### src/rtl/fb_write_scheduler.sv
// Double-buffered framebuffer write scheduler: clears the back buffer, forwards draw writes, swaps on frame_pulse.
// Optional FB_OVERRUN_COUNT_EN adds a saturating 16-bit overrun_count output.
module fb_write_scheduler #(
   parameter  int SCREEN_WIDTH  = 640,
   parameter  int SCREEN_HEIGHT = 480,
   localparam int N             = SCREEN_WIDTH * SCREEN_HEIGHT,
   localparam int AW            = $clog2(N)
) (
   input  logic          clk,
   input  logic          resetn,
   input  logic          frame_pulse,
   input  logic          draw_valid,
   input  logic [AW-1:0] draw_addr,
   input  logic          draw_data,
   output logic          draw_ready,
   input  logic          draw_done,
   output logic          fb_wr_en,
   output logic [AW-1:0] fb_wr_addr,
   output logic          fb_wr_data,
   output logic          fb_wr_sel,
   output logic          front_sel,
`ifdef FB_OVERRUN_COUNT_EN
   output logic [15:0]   overrun_count,
`endif
   output logic          overrun
);

   localparam int CW = AW + 1;
   localparam logic [CW-1:0] N_CNT = CW'(N);

   typedef enum logic [1:0] {IDLE, CLEAR, DRAW, WAIT_SWAP} state_t;

   state_t          state_q, state_d;
   logic [CW-1:0]   clr_cnt_q, clr_cnt_d;
   logic            front_q, front_d;
   logic            wr_sel_q;
   logic            wr_en_q, wr_en_d;
   logic [AW-1:0]   wr_addr_q, wr_addr_d;
   logic            wr_data_q, wr_data_d;
   logic            overrun_q, overrun_d;

   always_comb begin
      state_d   = state_q;
      clr_cnt_d = clr_cnt_q;
      front_d   = front_q;
      wr_en_d   = 1'b0;
      wr_addr_d = wr_addr_q;
      wr_data_d = wr_data_q;
      overrun_d = 1'b0;
      case (state_q)
         IDLE: begin
            state_d   = CLEAR;
            clr_cnt_d = '0;
         end
         CLEAR: begin
            // Counter runs one past N-1 so DRAW starts after the last clear write is visible.
            if (clr_cnt_q < N_CNT) begin
               wr_en_d   = 1'b1;
               wr_addr_d = clr_cnt_q[AW-1:0];
               wr_data_d = 1'b0;
               clr_cnt_d = clr_cnt_q + CW'(1);
            end else begin
               state_d = DRAW;
            end
            overrun_d = frame_pulse;
         end
         DRAW: begin
            if (draw_valid) begin
               wr_addr_d = draw_addr;
               wr_data_d = draw_data;
               wr_en_d   = ({1'b0, draw_addr} < N_CNT);
            end
            if (draw_done && frame_pulse) begin
               front_d   = ~front_q;
               state_d   = CLEAR;
               clr_cnt_d = '0;
            end else if (draw_done) begin
               state_d = WAIT_SWAP;
            end else begin
               overrun_d = frame_pulse;
            end
         end
         WAIT_SWAP: begin
            if (frame_pulse) begin
               front_d   = ~front_q;
               state_d   = CLEAR;
               clr_cnt_d = '0;
            end
         end
         default: state_d = IDLE;
      endcase
   end

   always_ff @(posedge clk or negedge resetn) begin
      if (!resetn) begin
         state_q   <= IDLE;
         clr_cnt_q <= '0;
         front_q   <= 1'b0;
         wr_sel_q  <= 1'b1;
         wr_en_q   <= 1'b0;
         wr_addr_q <= '0;
         wr_data_q <= 1'b0;
         overrun_q <= 1'b0;
      end else begin
         state_q   <= state_d;
         clr_cnt_q <= clr_cnt_d;
         front_q   <= front_d;
         wr_sel_q  <= ~front_d;
         wr_en_q   <= wr_en_d;
         wr_addr_q <= wr_addr_d;
         wr_data_q <= wr_data_d;
         overrun_q <= overrun_d;
      end
   end

`ifdef FB_OVERRUN_COUNT_EN
   logic [15:0] ovr_cnt_q, ovr_cnt_d;

   always_comb begin
      ovr_cnt_d = ovr_cnt_q;
      if (overrun_d && (ovr_cnt_q != 16'hFFFF)) begin
         ovr_cnt_d = ovr_cnt_q + 16'd1;
      end
   end

   always_ff @(posedge clk or negedge resetn) begin
      if (!resetn) begin
         ovr_cnt_q <= '0;
      end else begin
         ovr_cnt_q <= ovr_cnt_d;
      end
   end

   assign overrun_count = ovr_cnt_q;
`endif

   assign draw_ready = (state_q == DRAW);
   assign fb_wr_en   = wr_en_q;
   assign fb_wr_addr = wr_addr_q;
   assign fb_wr_data = wr_data_q;
   assign fb_wr_sel  = wr_sel_q;
   assign front_sel  = front_q;
   assign overrun    = overrun_q;

endmodule

### config.mk
export PLATFORM = sky130hd
export DESIGN_NAME = fb_write_scheduler
export DESIGN_NICKNAME = d
export VERILOG_FILES = /design/src/rtl/fb_write_scheduler.sv
export SDC_FILE = /design/constraint.sdc
export NUM_CORES = 1
export LEC_CHECK = 0
export ABC_CLOCK_PERIOD_IN_PS = 5900
export CORE_ASPECT_RATIO = 1.4
export CORE_MARGIN = 2
export CORE_UTILIZATION = 55
export DETAILED_ROUTE_END_ITERATION = 12
export PLACE_DENSITY = 0.85
export SYNTH_ARGS = -nofsm -noshare
export SYNTH_HDL_FRONTEND = slang
export SYNTH_SLANG_ARGS = --single-unit
### constraint.sdc
create_clock -name clk -period 5.9 [get_ports clk]
set_clock_uncertainty 0.05 [all_clocks]
set_input_delay 0.59 -clock clk [delete_from_list [all_inputs] [get_ports clk]]
set_output_delay 0.59 -clock clk [all_outputs]
set_load 0.05 [all_outputs]
==> results of run 1 <==
[state kept, by name, summed over array words and instances (netlist names)]
register    cells
fb_wr_sel       1
fb_wr_data      1
overrun         1
fb_wr_addr     19
state_q         2
front_sel       1
fb_wr_en        1
clr_cnt_q      20
[cells in the final DEF, fill, tap and decap left out, types with 2 or more instances in the layout]
cell type,count
a211oi_1,6
or4_1,3
nand3_1,10
nor2b_1,3
dfrtp_1,45
and4_1,3
mux2i_1,20
and3_1,2
nand4_1,6
o31ai_1,6
inv_1,7
o21ai_0,10
nor2_1,32
nand2_1,7
ha_1,5
a22o_1,5
or3_1,3
a21oi_1,33
xnor2_1,8
clkdlybuf4s50_1,48
buf_4,2
clkbuf_8,6
[critical path, cell delays in order, from the launching register on]
cell and delay, ns:
dfrtp_1 0.43, inv_1 0.08, ha_1 0.15, buf_4 0.37
clkdlybuf4s50_1 0.88
[metal layers]
layer	share of wire	wire length, um
met3	0.043	224
met4	0.017	87
met2	0.51	2620
met1	0.43	2240
met5	0	0
[worst max path at each step]
stage | start | end | slack (ns) | depth (start not counted)
after global routing | state_q[0] | draw_ready | 2.96 | 4
final | state_q[0] | draw_ready | 3.06 | 4
after detailed placement | frame_pulse | clr_cnt_q[13] | 3.19 | 5
after CTS | state_q[0] | draw_ready | 3.05 | 4
after floorplan | state_q[0] | clr_cnt_q[14] | 3.49 | 10
after global placement | frame_pulse | clr_cnt_q[8] | 3.26 | 5
[per-stage QoR]
stage                     cells  instance area, um2  worst slack, ns
after floorplan             247                2430             3.49
after global placement      343                2930             3.26
after detailed placement    343                2930             3.19
after CTS                   351                3020             3.05
after global routing        351                3020             2.96
final                       351                3020             3.06
[cell families after synthesis]
logic type               count (synthesis)  share of synthesized area
AND/OR/NAND/NOR                         75                      0.155
AO/OA/AOI/OAI                           70                      0.185
flip-flops                              46                      0.474
buffers and inverters                   22                     0.0438
multiplexers                            21                     0.0870
XOR/XNOR                                 8                     0.0288
adder cells (fa/ha/maj)                  5                     0.0257
[where the power goes]
part / total (uW) / leakage [uW] / internal [uW] / switching (uW)
clock: 194 / 0.0000482 / 94.5 / 100
sequential: 457 / 0.000603 / 402 / 55.5
combinational: 638 / 0.000541 / 211 / 427
[final cells by class]
type | instances | area [um2]
Clock buffer | 7 | 86.3
Timing Repair Buffer | 51 | 500
Sequential cell | 46 | 1150
Tap cell | 60 | 75.1
Inverter | 7 | 26.3
Multi-Input combinational cell | 179 | 1170
Clock inverter | 1 | 5.00
Fill cell | 334 | 1220
==> flow_metrics.py, run 1 <==
metrics = {
    "critical_path": {
        "cp_max_fo": 28,
        "worst-r2r-cell-count": 8,
        "r2r_slack_ns": 3.48,
        "cp-start-kind": "flip-flop",
        "end_kind": "output port",
        "required_ns": 5.26,
        "worstSetupPathType": "reg -> out",
        "r2r_start": "state_q[0]",
        "arrival_ns": 2.20,
        "r2r-end": "clr_cnt_q[11]",
    },
    "route": {
        "avgRoutedWirePerCell_um": 14.7,
        "initialDrtViolationCount": 140,
        "antenna_left": 0,
        "wl_mm": 5.18,
        "drtPass1Iterations": 4,
        "drc": 0,
        "viasPerCell": 5.72,
        "num_vias": 2007,
    },
    "run": {
        "max-cap-violations": 0,
    },
    "clocking": {
        "post_cts_buffers": 0,
        "cts.sinks": 46,
        "cts_root_buffer": "clkbuf_8",
        "clk_path_buf_depth": 2,
        "numCtsBuffers": 5,
        "cts_tree": "built",
        "hold_buffers": 0,
        "clk_pin_slew_worst_paths_ns": 0.08,
        "cts.htree.levels": 2,
        "cts.repair.resized": 0,
        "clk_latency_ns": 0.29,
    },
    "power_and_ir_drop": {
        "finalPower_uw": 1290,
        "p_per_area_mw_per_mm2": 427,
        "leakage_uw": 0.00119,
        "peakVddDrop_mv": 0.257,
    },
    "floorplanning": {
        "rows": 28,
        "dieArea_mm2": 0.00497,
        "core_mm2": 0.00424,
        "io_pins": 50,
        "die_w_um": 60.2,
        "start_util": 0.573,
        "fp.dieH_um": 82.6,
    },
    "timing": {
        "worst_slew_pin_slew_ns": 0.968,
        "timing.final.hold_violations": 0,
        "max_freq_mhz": 352,
        "maxSlewViolCount": 0,
        "period_needed_ns": 2.84,
        "finalSetupViolations": 0,
        "final.period_utilization": 0.482,
        "grt_setup_unrepaired": "no",
        "setup-tns-final_ns": 0,
        "maxSlewHeadroom": 0.355,
        "holdWs_ns": 0.397,
    },
    "synth": {
        "synth_seq_cells": 46,
        "synthTopCellsByCount": "dfrtp_1, a21oi_1, nor2_1, mux2i_1",
        "yosys.area.top_type": "dfrtp_1",
        "ys_seq_area_frac": 0.474,
        "synthTopCellsByArea": "dfrtp_1, mux2i_1, a21oi_1",
        "synth_edf_count": 0,
        "synth.cell_area_mm2": 0.00243,
        "synthDistinctLibCells": 40,
        "synth-main-ff-cell": "dfrtp_1",
        "synth_nets": 277,
        "synth.top_cell.area_share": 0.463,
        "syn_area_per_cell_um2": 9.84,
        "yosys_warnings": 0,
        "synth_cells": 247,
        "yosysMostFrequentCell": "dfrtp_1",
        "ys_async_sr_fraction": 1.00,
    },
    "global_routing": {
        "met1_usage": 0.291,
        "grt_pass1_vias": 1865,
        "grt_busiest_layer": "met2",
        "grt_max_degree": 47,
        "track_usage": 0.223,
        "grt_pass1_wl_mm": 8.42,
        "grt_overflow_total": 0,
        "met3_usage": 0.0452,
        "antenna_found_initial": 0,
        "met2_usage": 0.366,
    },
    "placement": {
        "place_congestion": 0.825,
        "hpwl_mm": 3.72,
        "portBuffers": 49,
    },
    "finish": {
        "antenna_cells": 0,
        "layout-drive-gt1-share": 0.0653,
        "final_util": 0.713,
        "layout-area-overhead-vs-synth_pct": 24.3,
        "fin_nets": 320,
    },
    "worst_hold_path": {
        "hp-class": "in -> async",
    },
    "status": {
        "status": "finished clean",
    },
}
Power figures use the tool's default switching activity.
==> run 2, diff against run 1 <==
ABC_CLOCK_PERIOD_IN_PS = 3000   (was 5900)
CORE_UTILIZATION = 51   (was 55)
PLACE_DENSITY = 0.8   (was 0.85)
clock period = 3 ns   (was 5.9 ns; I/O delays follow)
==> run 2 against run 1 <==
  * Core utilization shrank 4.7 points
  * Register-to-register slack got worse by 2.7 ns
  * Combinational power grew 100%
  * Cell area grew 0.70%
  * Final cell count up 1.4%
  * Sequential power grew 98%
  * Setup slack got worse by 2.2 ns
  * Wire length rose by 7.8%
  * Sequential share of layout area decreased by 0.27 points
==> flow_metrics.py, run 2 (synthesized netlist as in run 1, its figures left out) <==
metrics = {
    "global_routing": {
        "antenna_found_initial": 0,
        "grt_max_degree": 47,
        "grt_busiest_layer": "met2",
        "grt_pass1_vias": 1977,
        "met1_usage": 0.268,
        "grt_overflow_total": 0,
        "grt_pass1_wl_mm": 9.32,
        "track_usage": 0.221,
        "met2_usage": 0.376,
        "met3_usage": 0.0367,
    },
    "clocking": {
        "clk_path_buf_depth": 2,
        "cts.repair.resized": 0,
        "numCtsBuffers": 5,
        "hold_buffers": 0,
        "cts_root_buffer": "clkbuf_8",
        "clk_pin_slew_worst_paths_ns": 0.09,
        "cts_tree": "built",
        "post_cts_buffers": 0,
        "clk_latency_ns": 0.30,
        "cts.htree.levels": 2,
        "cts.sinks": 46,
    },
    "power_and_ir_drop": {
        "peakVddDrop_mv": 0.445,
        "finalPower_uw": 2580,
        "leakage_uw": 0.00120,
        "p_per_area_mw_per_mm2": 848,
    },
    "floorplanning": {
        "io_pins": 50,
        "core_mm2": 0.00457,
        "die_w_um": 62.3,
        "dieArea_mm2": 0.00534,
        "fp.dieH_um": 85.7,
        "start_util": 0.531,
        "rows": 29,
    },
    "placement": {
        "place_congestion": 0.816,
        "portBuffers": 49,
        "hpwl_mm": 4.08,
    },
    "critical_path": {
        "arrival_ns": 2.36,
        "cp-start-kind": "flip-flop",
        "cp_slowest_cell": "or4_1",
        "cp_max_fo": 17,
        "cp_cell_sequence": "a211oi_2, o21ai_2, a21o_1, or4_1, a21oi_1",
        "worstSetupPathType": "reg -> reg",
        "critPathMaxStageDelay_ns": 0.53,
        "critPathBufInv": 0,
        "end_kind": "flip-flop",
        "crit_family": "compound AO/OA/AOI/OAI gates",
        "required_ns": 3.18,
    },
    "route": {
        "drtPass1Iterations": 4,
        "avgRoutedWirePerCell_um": 15.7,
        "wl_mm": 5.58,
        "num_vias": 2040,
        "drc": 0,
        "viasPerCell": 5.73,
        "initialDrtViolationCount": 110,
        "antenna_left": 0,
    },
    "timing": {
        "period_needed_ns": 2.19,
        "worst_slew_pin_slew_ns": 1.01,
        "timing.final.hold_violations": 0,
        "finalSetupViolations": 0,
        "maxSlewHeadroom": 0.328,
        "maxSlewViolCount": 0,
        "grt_setup_unrepaired": "no",
        "max_freq_mhz": 457,
        "setup-tns-final_ns": 0,
        "final.period_utilization": 0.730,
    },
    "worst_hold_path": {
        "hp-class": "in -> async",
    },
    "finish": {
        "layout-area-overhead-vs-synth_pct": 25.2,
        "final_common_cell": "clkdlybuf4s50_1",
        "largest_reg_flops": 20,
        "final_cell_mix": "clkdlybuf4s50_1, dfrtp_1, a21oi_1",
        "fin_nets": 323,
        "antenna_cells": 0,
        "largest-register": "clr_cnt_q",
        "layout-drive-gt1-share": 0.0816,
    },
    "status": {
        "status": "finished clean",
    },
    "run": {
        "max-cap-violations": 0,
    },
}
run 2: layout make-up:
type | instances | area, um2
Inverter | 7 | 26.3
Fill cell | 385 | 1530
Sequential cell | 46 | 1150
Clock buffer | 5 | 68.8
Tap cell | 62 | 77.6
Timing Repair Buffer | 54 | 520
Clock inverter | 3 | 21.3
Multi-Input combinational cell | 179 | 1170
run 2: final timing paths:
check | from | endpoint | slack, ns | depth (start not counted)
max | clr_cnt_q[15] | clr_cnt_q[11] | 0.81 | 5
min reg2reg | front_sel | fb_wr_sel | 0.46 | 1
min | resetn | fb_wr_addr[1] | 0.12 | 1
max reg2reg | clr_cnt_q[15] | clr_cnt_q[11] | 0.81 | 5
max in group asynchronous | resetn | fb_wr_addr[11] | 2.16 | 1
min in group clk | front_sel | fb_wr_sel | 0.46 | 1
run 2: where the power goes:
part	internal [uW]	switching (uW)	total, uW
Clock	164	212	376
Sequential	791	115	906
Combinational	441	857	1300
run 2: through the flow:
step	util	cell area, um2	cells	hold WS (ns)	setup slack (ns)
6_report	0.665	3040	356	0.117	0.811
5_1_grt	0.665	3040	356	0.175	0.683
4_1_cts	0.665	3040	356	0.150	0.817
3_5_place_dp	0.646	2950	348	0.460	0.604
3_3_place_gp	0.646	2950	348	0.449	0.671
2_1_floorplan	-	2430	247	-0.0456	0.588
run 2: layer usage:
layer	part of all wire	up-vias
li1	-	986
met1	0.43	983
met2	0.49	55
met3	0.039	16
met4	0.037	0
met5	0	-
==> run 3, diff against run 2 <==
ABC_CLOCK_PERIOD_IN_PS = 1900   (was 3000)
CORE_UTILIZATION = 46   (was 51)
PLACE_DENSITY = 0.76   (was 0.8)
clock period = 1.9 ns   (was 3 ns; I/O delays follow)
==> run 3 against run 2 <==
  * Setup slack worse by 0.78 ns
  * Worst hold slack better by 0.32 ns
  * Flip-flop and latch count unchanged
  * First-iteration DRC count up 25%
  * Cell area up 13%
  * Die area up 10%
  * Clock-buffer cell count up 2
  * Combinational power up 89%
  * Critical path depth down 4
  * Sequential power up 58%
  * Register-to-register slack worse by 0.78 ns
  * Critical path type is now reg -> out
==> flow_metrics.py, run 3 (synthesized netlist as in run 1, its figures left out) <==
metrics = {
    "global_routing": {
        "grt_pass1_wl_mm": 10.0,
        "grt_pass1_vias": 2050,
        "grt_overflow_total": 0,
        "antenna_found_initial": 0,
        "track_usage": 0.216,
        "grt_max_degree": 47,
    },
    "worst_hold_path": {
        "worstHoldStart": "draw_data",
        "holdPathEnd": "fb_wr_data",
        "hp-class": "in -> reg",
        "holdPathStages": 3,
    },
    "placement": {
        "portBuffers": 49,
        "dp_cells": 371,
        "hpwl_mm": 4.23,
        "post_dp_cell_area_mm2": 0.00316,
        "place_congestion": 0.877,
    },
    "critical_path": {
        "required_ns": 1.66,
        "r2r_start": "clr_cnt_q[0]",
        "cp_max_fo": 1,
        "worst-r2r-cell-count": 5,
        "r2r_slack_ns": 0.03,
        "cp-start-kind": "flip-flop",
        "arrival_ns": 1.63,
        "crit_family": "buffers and inverters",
        "worstSetupPathType": "reg -> out",
        "r2r-end": "clr_cnt_q[14]",
        "critPathMaxStageDelay_ns": 0.79,
        "critPathBufInv": 1,
        "cp_slowest_cell": "clkdlybuf4s50_1",
        "cp_cell_sequence": "clkdlybuf4s50_1",
        "end_kind": "output port",
    },
    "finish": {
        "final_cell_mix": "clkdlybuf4s50_1, dfrtp_1, a21oi_1, nor2_1, buf_4",
        "final_util": 0.673,
        "largest-register": "clr_cnt_q",
        "layout-drive-gt1-share": 0.193,
        "layout-area-overhead-vs-synth_pct": 41.9,
        "fin_area_mm2": 0.00345,
        "multi_input_area_mm2": 0.00126,
        "final_common_cell": "clkdlybuf4s50_1",
        "regArea_mm2": 0.00115,
        "antenna_cells": 0,
        "fin_nets": 351,
        "final_cells": 388,
        "nFillCells": 386,
        "largest_reg_flops": 20,
    },
    "floorplanning": {
        "die_w_um": 65.4,
        "fp.dieH_um": 90.0,
        "dieArea_mm2": 0.00589,
        "core_mm2": 0.00512,
        "io_pins": 50,
        "rows": 31,
        "start_util": 0.475,
    },
    "run": {
        "max-cap-violations": 0,
    },
    "timing": {
        "period_needed_ns": 1.87,
        "timing.final.hold_violations": 0,
        "maxSlewHeadroom": 0.607,
        "worst_slew_pin_slew_ns": 0.590,
        "maxSlewViolCount": 0,
        "final.period_utilization": 0.982,
        "max_freq_mhz": 536,
        "holdWs_ns": 0.437,
        "finalSetupViolations": 0,
        "setup-tns-final_ns": 0,
        "grt_setup_unrepaired": "yes",
    },
    "route": {
        "initialDrtViolationCount": 138,
        "num_vias": 2158,
        "antenna_left": 0,
        "drtPass1Iterations": 4,
        "wl_mm": 6.60,
        "avgRoutedWirePerCell_um": 17.0,
        "viasPerCell": 5.56,
        "drc": 0,
    },
    "clocking": {
        "cts.htree.levels": 2,
        "numCtsBuffers": 5,
        "cts.sinks": 46,
        "cts_root_buffer": "clkbuf_8",
        "cts_tree": "built",
        "clk_pin_slew_worst_paths_ns": 0.08,
        "clk_latency_ns": 0.30,
        "clk_path_buf_depth": 2,
    },
    "power_and_ir_drop": {
        "leakage_uw": 0.00139,
        "p_per_area_mw_per_mm2": 1340,
        "peakVddDrop_mv": 0.475,
    },
    "status": {
        "status": "finished clean",
    },
}
[run 3: cell count changes in the layout (fill, tap and decap cells not counted), sizes merged]
cell         previous run  this run
dlygate4sd3             0         1
buf                     7        32
clkbuf                  5         9
clkinv                  2         0
bufinv                  0         1
clkinvlp                1         0
[run 3: report_power, final]
part / switching, uW / leakage, uW / internal (uW)
combinational: 1510 / 0.000733 / 950
sequential: 181 / 0.000600 / 1250
clock: 324 / 0.0000524 / 394
total: 2020 / 0.00139 / 2600
[run 3: stage by stage]
stage | total power [uW] | setup WS, ns
after floorplan | 2790 | -0.263
after global placement | 3560 | -0.112
after detailed placement | 3620 | -0.144
after CTS | 4340 | 0.0159
after global routing | 4840 | -0.0374
final | 4610 | 0.0333
[run 3: repair_timing]
action	in CTS	in global routing
endpoints found under the hold margin	45	0
hold buffers	1	0
gates resized for setup	1	17
buffers inserted	0	6
gates cloned	0	2
pin swaps	0	6
endpoints found under the setup margin	1	16
[run 3: worst max path at each step]
stage	startpoint	endpoint	slack (ns)	cells past startpoint
2_1_floorplan	state_q[0]	clr_cnt_q[14]	-0.26	10
6_report	fb_wr_sel	fb_wr_sel	0.03	1
3_5_place_dp	frame_pulse	clr_cnt_q[14]	-0.14	6
5_1_grt	clr_cnt_q[0]	clr_cnt_q[12]	-0.04	6
4_1_cts	state_q[1]	clr_cnt_q[14]	0.02	6
3_3_place_gp	frame_pulse	clr_cnt_q[14]	-0.11	6
[run 3: metal layers]
| layer | track usage | up-vias | wire [um] |
|---|---|---|---|
| li1 | - | 1045 | - |
| met1 | 0.290 | 1051 | 2780 |
| met2 | 0.349 | 56 | 3480 |
| met3 | 0.0325 | 6 | 226 |
| met4 | 0.0816 | 0 | 104 |
| met5 | 0 | - | 0 |
[run 3: layout make-up]
| cell class | count | area share |
|---|---|---|
| inverter | 7 | 0.00762 |
| tap | 66 | 0.0240 |
| multi-input combinational | 179 | 0.366 |
| sequential | 46 | 0.335 |
| clock inverter | 1 | 0.00871 |
| timing repair buffer | 82 | 0.237 |
| clock buffer | 7 | 0.0221 |
